===== config.mk =====
export PLATFORM = sky130hd
export DESIGN_NAME = seg_scan_driver
export DESIGN_NICKNAME = d
export VERILOG_FILES = /design/src/rtl/seg_pkg.sv /design/src/rtl/sync_edge.sv /design/src/rtl/seg_scan_driver.sv
export SDC_FILE = /design/constraint.sdc
export NUM_CORES = 1
export LEC_CHECK = 0
export CAP_MARGIN = 20
export CELL_PAD_IN_SITES_DETAIL_PLACEMENT = 2
export CELL_PAD_IN_SITES_GLOBAL_PLACEMENT = 2
export CORE_ASPECT_RATIO = 0.8
export CORE_MARGIN = 2
export CORE_UTILIZATION = 37
export CTS_CLUSTER_DIAMETER = 30
export DETAILED_ROUTE_END_ITERATION = 8
export GPL_ROUTABILITY_DRIVEN = 0
export PLACE_DENSITY = 0.88
export SYNTH_ARGS = -nofsm -noshare
export SYNTH_HDL_FRONTEND = slang
export SYNTH_SLANG_ARGS = --single-unit

===== constraint.sdc =====
create_clock -name clk -period 3.5 [get_ports clk]
set_input_delay 0.35 -clock clk [delete_from_list [all_inputs] [get_ports clk]]
set_output_delay 0.35 -clock clk [all_outputs]
set_load 0.02 [all_outputs]

===== src/rtl/seg_pkg.sv =====
// Shared constants for the seven-segment scan driver: cathode patterns,
// anode-off value, default digit count and the BCD-to-segment decoder.
`timescale 1ns/1ps
package seg_pkg;

  localparam int NUM_DIGITS_DEFAULT = 4;

  // Active-low cathode patterns ordered {g,f,e,d,c,b,a}
  localparam logic [6:0] SEG_0     = 7'b1000000;
  localparam logic [6:0] SEG_1     = 7'b1111001;
  localparam logic [6:0] SEG_2     = 7'b0100100;
  localparam logic [6:0] SEG_3     = 7'b0110000;
  localparam logic [6:0] SEG_4     = 7'b0011001;
  localparam logic [6:0] SEG_5     = 7'b0010010;
  localparam logic [6:0] SEG_6     = 7'b0000010;
  localparam logic [6:0] SEG_7     = 7'b1111000;
  localparam logic [6:0] SEG_8     = 7'b0000000;
  localparam logic [6:0] SEG_9     = 7'b0010000;
  localparam logic [6:0] SEG_DASH  = 7'b0111111;
  localparam logic [6:0] SEG_BLANK = 7'b1111111;

  // All anodes released (active-low)
  localparam logic [3:0] AN_OFF = 4'b1111;

  // Non-BCD nibbles show a dash so bad data is visible rather than garbage.
  function automatic logic [6:0] seg_decode(input logic [3:0] nibble);
    logic [6:0] pattern;
    case (nibble)
      4'd0:    pattern = SEG_0;
      4'd1:    pattern = SEG_1;
      4'd2:    pattern = SEG_2;
      4'd3:    pattern = SEG_3;
      4'd4:    pattern = SEG_4;
      4'd5:    pattern = SEG_5;
      4'd6:    pattern = SEG_6;
      4'd7:    pattern = SEG_7;
      4'd8:    pattern = SEG_8;
      4'd9:    pattern = SEG_9;
      default: pattern = SEG_DASH;
    endcase
    return pattern;
  endfunction

endpackage


===== src/rtl/sync_edge.sv =====
// Multi-flop synchronizer for a slow asynchronous-ish level, with a
// programmable reset value and a one-cycle rising-edge pulse.
`timescale 1ns/1ps
module sync_edge #(
  parameter int   STAGES    = 2,
  parameter logic RESET_VAL = 1'b1
) (
  input  logic clk,
  input  logic reset,
  input  logic d,
  output logic level,
  output logic rise
);

  logic [STAGES-1:0] sync_reg;
  logic [STAGES-1:0] stage_in;
  logic              prev_reg;

  // Wire each stage to its predecessor; stage 0 takes the raw input.
  generate
    for (genvar gi = 0; gi < STAGES; gi++) begin : g_stage
      if (gi == 0) begin : g_first
        assign stage_in[gi] = d;
      end else begin : g_rest
        assign stage_in[gi] = sync_reg[gi-1];
      end
    end
  endgenerate

  // Shift the sampled level down the chain; reset preloads the chosen level.
  always_ff @(posedge clk or posedge reset) begin
    if (reset) begin
      sync_reg <= {STAGES{RESET_VAL}};
    end else begin
      sync_reg <= stage_in;
    end
  end

  // Remember the last synchronized level for edge detection.
  always_ff @(posedge clk or posedge reset) begin
    if (reset) begin
      prev_reg <= RESET_VAL;
    end else begin
      prev_reg <= level;
    end
  end

  assign level = sync_reg[STAGES-1];
  assign rise  = level & ~prev_reg;

endmodule


===== src/rtl/seg_scan_driver.sv =====
// Four-digit multiplexed seven-segment driver. A synchronized scan clock
// steps through the digits; inputs are shadowed once per frame so a frame
// never mixes old and new values. Outputs are registered and only change
// in the cycle after a scan tick.
`timescale 1ns/1ps
module seg_scan_driver
  import seg_pkg::*;
#(
  parameter int SYNC_STAGES = 2,
  parameter int NUM_DIGITS  = NUM_DIGITS_DEFAULT
) (
  input  logic        clk,
  input  logic        reset,
  input  logic        segment_clk,
  input  logic        blinking_clk,
  input  logic [15:0] digits,
  input  logic [3:0]  blink_en,
  input  logic        dp_en,
  input  logic        disp_en,
  output logic [3:0]  an,
  output logic [6:0]  seg,
  output logic        dp
);

  localparam int              IDX_W    = $clog2(NUM_DIGITS);
  localparam logic [IDX_W-1:0] IDX_LAST = IDX_W'(NUM_DIGITS - 1);
  localparam logic [IDX_W-1:0] DP_IDX   = IDX_W'(2);

  logic scan_tick;
  logic scan_level_unused;
  logic blink_phase;
  logic blink_rise_unused;

  logic [IDX_W-1:0] idx_reg, idx_next;
  logic [15:0]      digits_sh_reg;
  logic [3:0]       blink_sh_reg;
  logic             dp_sh_reg;

  logic [3:0] an_reg, an_next;
  logic [6:0] seg_reg, seg_next;
  logic       dp_reg, dp_next;

  logic [3:0] nibble;
  logic       blank;

  // Scan clock: reset high so the divider's reset-high output gives no false tick.
  sync_edge #(
    .STAGES    (SYNC_STAGES),
    .RESET_VAL (1'b1)
  ) u_scan_sync (
    .clk   (clk),
    .reset (reset),
    .d     (segment_clk),
    .level (scan_level_unused),
    .rise  (scan_tick)
  );

  // Blink clock: used as a level; reset high so digits show right after reset.
  sync_edge #(
    .STAGES    (SYNC_STAGES),
    .RESET_VAL (1'b1)
  ) u_blink_sync (
    .clk   (clk),
    .reset (reset),
    .d     (blinking_clk),
    .level (blink_phase),
    .rise  (blink_rise_unused)
  );

  // Next digit index and frame-level shadow capture on the wrapping tick.
  always_comb begin
    idx_next = idx_reg;
    if (scan_tick) begin
      idx_next = (idx_reg == IDX_LAST) ? '0 : idx_reg + 1'b1;
    end
  end

  // Digit index and shadow registers; shadows reload only when the index wraps.
  always_ff @(posedge clk or posedge reset) begin
    if (reset) begin
      idx_reg       <= '0;
      digits_sh_reg <= '0;
      blink_sh_reg  <= '0;
      dp_sh_reg     <= 1'b0;
    end else begin
      idx_reg <= idx_next;
      if (scan_tick && (idx_reg == IDX_LAST)) begin
        digits_sh_reg <= digits;
        blink_sh_reg  <= blink_en;
        dp_sh_reg     <= dp_en;
      end
    end
  end

  // Output pattern for the digit selected by the current index; hold otherwise.
  always_comb begin
    an_next  = an_reg;
    seg_next = seg_reg;
    dp_next  = dp_reg;
    nibble   = digits_sh_reg[{idx_reg, 2'b00} +: 4];
    blank    = blink_sh_reg[idx_reg] & ~blink_phase;
    if (scan_tick) begin
      if (!disp_en) begin
        an_next  = AN_OFF;
        seg_next = SEG_BLANK;
        dp_next  = 1'b1;
      end else begin
        an_next = ~(4'b0001 << idx_reg);
        if (blank) begin
          seg_next = SEG_BLANK;
          dp_next  = 1'b1;
        end else begin
          seg_next = seg_decode(nibble);
          dp_next  = ~((idx_reg == DP_IDX) & dp_sh_reg);
        end
      end
    end
  end

  // Registered display outputs; reset releases every anode and cathode.
  always_ff @(posedge clk or posedge reset) begin
    if (reset) begin
      an_reg  <= AN_OFF;
      seg_reg <= SEG_BLANK;
      dp_reg  <= 1'b1;
    end else begin
      an_reg  <= an_next;
      seg_reg <= seg_next;
      dp_reg  <= dp_next;
    end
  end

  assign an  = an_reg;
  assign seg = seg_reg;
  assign dp  = dp_reg;

endmodule


==> impl_metrics.env <==
export IMPL_crit_top_cell="inv_1"
export IMPL_synth_cells=134
export IMPL_crit_path_end_kind="register"
export IMPL_wl_per_cell_um=17.8
export IMPL_seqPwrFrac=0.413
export IMPL_crit_fanout=9
export IMPL_final_area_mm2=0.00236
export IMPL_ios=38
export IMPL_antenna_cells=0
export IMPL_drt_wl_total_mm=4.18
export IMPL_viasPerCell=4.99
export IMPL_holdCritPathClass="register to register"
export IMPL_reg2reg_to="seg[4]$_DFFE_PP1P_"
export IMPL_p_comb_frac=0.441
export IMPL_hold_end="u_blink_sync.sync_reg[1]$_DFF_PP1_"
export IMPL_cp_required_ns=3.71
export IMPL_min_period_over_period=0.665
export IMPL_r2r_start="idx_reg[0]$_DFFE_PP0P_"
export IMPL_grt_max_degree=29
export IMPL_hold_path_startpoint="u_blink_sync.sync_reg[0]$_DFF_PP1_"
export IMPL_initial_core_util=0.392
export IMPL_cts_repair_resize_count=0
export IMPL_yosysMostFrequentCell="dfrtp_1"
export IMPL_ys_warn_count=0
export IMPL_crit_buf_inv=2
export IMPL_drc_errors=0
export IMPL_rows=22
export IMPL_grt_pass1_vias=1300
export IMPL_max_stage_delay_ns=0.75
export IMPL_cp_start_kind="register"
export IMPL_root_buffer="clkbuf_8"
export IMPL_synth_top_area_share=0.314
export IMPL_synth_edf_count=0
export IMPL_syn_avg_cell_area_um2=13.7
export IMPL_antenna_found_initial=0
export IMPL_cp_top_family="multiplexers"
export IMPL_rr_worst_depth=7
export IMPL_relSlewSlack=0.419
export IMPL_yosys_area_top_type="dfrtp_1"
export IMPL_clk_pin_slew_ns=0.07
export IMPL_final_nets=211
export IMPL_final_antenna_net_count=0
export IMPL_maxSlewViolCount=0
export IMPL_hpwl_mm=3.15
export IMPL_ys_ff_latch=40
export IMPL_cp_startpoint="idx_reg[0]$_DFFE_PP0P_"
export IMPL_crit_arrival_ns=2.54
export IMPL_tightestPinTransition_ns=0.870
export IMPL_grt_overflow=0
export IMPL_fp_dieW_um=82.7
export IMPL_vias=1172
export IMPL_critPathSlowestCell="mux4_1"
export IMPL_critPathKind="register to register"
export IMPL_cts_buffers=5
export IMPL_rsz0062_at_grt="false"
export IMPL_async_reset_ff_frac=1.00
export IMPL_rrSetupSlack_ns=1.17
export IMPL_postSynthNetCount=170
export IMPL_dr_pass1_iters=4
export IMPL_port_buffers=37
export IMPL_hold_violations=0
export IMPL_synth_cell_types=23
export IMPL_drtIter0Drc=18
export IMPL_pwr_share_clk=0.146
export IMPL_cts_setup_buffers=0
export IMPL_core_area_mm2=0.00468
export IMPL_p_int_w=0.00124
export IMPL_drive_gt1_frac=0.291
export IMPL_maxCapViolCount=0
export IMPL_cts_tree="built"
export IMPL_clock_latency_ns=0.29
export IMPL_synthTopCellsByCount="dfrtp_1, mux2_2, dfstp_2, ha_1, nor2_1"
export IMPL_switching_power_w=0.000691
export IMPL_powerDensity_mw_per_mm2=819
export IMPL_synth_ff_type="dfrtp_1"
export IMPL_holdPathStages=0
export IMPL_setup_violations=0
export IMPL_design_die_area_mm2=0.00554
export IMPL_swShare=0.357
export IMPL_syn_area_mm2=0.00184
export IMPL_largest_reg_flops=16
export IMPL_grt_pass1_wl_mm=6.76
export IMPL_grt_usage=0.170
export IMPL_p_leak_nw=0.979
export IMPL_yosysSeqAreaShare=0.557
export IMPL_die_y_um=67.0
export IMPL_tns_ns=0
export IMPL_clock_skew_ns=0.00446
export IMPL_cts_max_level=2
export IMPL_fin_crit_ns=2.33
export IMPL_ys_top_cells_by_area="dfrtp_1, dfstp_2, mux2_2, ha_1, mux4_1"
export IMPL_cts_hold_buf=0
export IMPL_placed_cell_area_mm2=0.00226
export IMPL_areaGrowthSynthToFinish_pct=28.7
export IMPL_status="finished, final reports clean"
export IMPL_clockBufferDepth=2
export IMPL_vdd_ir_drop_max_mv=0.343
export IMPL_cts_sinks=40
export IMPL_worstPathCellList="mux4_1 -> inv_1 -> ha_1 -> inv_1 -> mux2_2 -> o21ai_0 -> a21oi_1"
export IMPL_fmax_mhz=429
## cells by family after synthesis
logic type | share of synthesized area
buf+inv | 0.0368
compound gates | 0.0777
fa+ha+maj | 0.0682
flops | 0.557
mux | 0.204
simple gates | 0.0559
## worst register-to-register path, cell delays in order, from the launching register on
cell	delay, ns
dfrtp_1	0.61
mux4_1	0.75
inv_1	0.15
ha_1	0.16
inv_1	0.06
mux2_2	0.26
o21ai_0	0.16
a21oi_1	0.09
## cell type report
type	count	area (um2)
Timing Repair Buffer	40	413
Tap cell	60	75.1
Inverter	8	30.0
Sequential cell	40	1020
Fill cell	456	2320
Multi-Input combinational cell	80	746
Clock buffer	7	76.3
## through the flow
step | setup slack, ns | total power, W | std cells | util | hold WS [ns]
6_report | 1.17 | 0.00193 | 235 | 0.505 | 0.362
5_1_grt | 1.01 | 0.00208 | 235 | 0.505 | 0.369
3_5_place_dp | 1.20 | 0.00165 | 227 | 0.483 | 0.350
4_1_cts | 1.17 | 0.00195 | 234 | 0.499 | 0.363
2_1_floorplan | 1.55 | 0.00137 | 134 | - | 0.345
3_3_place_gp | 1.38 | 0.00155 | 227 | 0.483 | 0.347
## worst max-delay path by stage
stage | end | slack, ns | cells after the start
global placement | seg[4]$_DFFE_PP1P_ | 1.38 | 7
finish | seg[4]$_DFFE_PP1P_ | 1.17 | 7
detailed placement | seg[4]$_DFFE_PP1P_ | 1.20 | 7
global route | seg[4]$_DFFE_PP1P_ | 1.01 | 7
CTS | seg[4]$_DFFE_PP1P_ | 1.17 | 7
floorplan | seg[4]$_DFFE_PP1P_ | 1.55 | 8
## layer usage
layer | global-route usage | vias up | wire length (um)
met5 | 0 | - | 0
met4 | 0.0492 | 0 | 53
met3 | 0.0393 | 7 | 203
met2 | 0.296 | 36 | 2110
met1 | 0.210 | 581 | 1810
li1 | - | 548 | -
## power groups by stage
stage               combinational (W)  clock, W  sequential, W
floorplan                    0.000568         0       0.000802
global placement             0.000768         0       0.000786
detailed placement           0.000840         0       0.000812
CTS                          0.000860  0.000293       0.000802
global route                 0.000938  0.000314       0.000827
finish                       0.000852  0.000283       0.000798
## placed cells by master, fill, tap and decap left out, types with 3 or more instances in the layout
master	synthesis	layout
dfrtp_1	23	23
a31oi_1	5	5
mux2_2	22	22
ha_1	10	10
clkdlybuf4s50_1	0	37
clkbuf_8	0	5
o21ai_0	4	4
o22a_1	5	5
a21oi_1	3	3
nand2_1	6	6
mux4_1	4	4
inv_1	8	8
nor2_1	9	9
dfstp_2	17	17
Power figures use the tool's default switching activity.
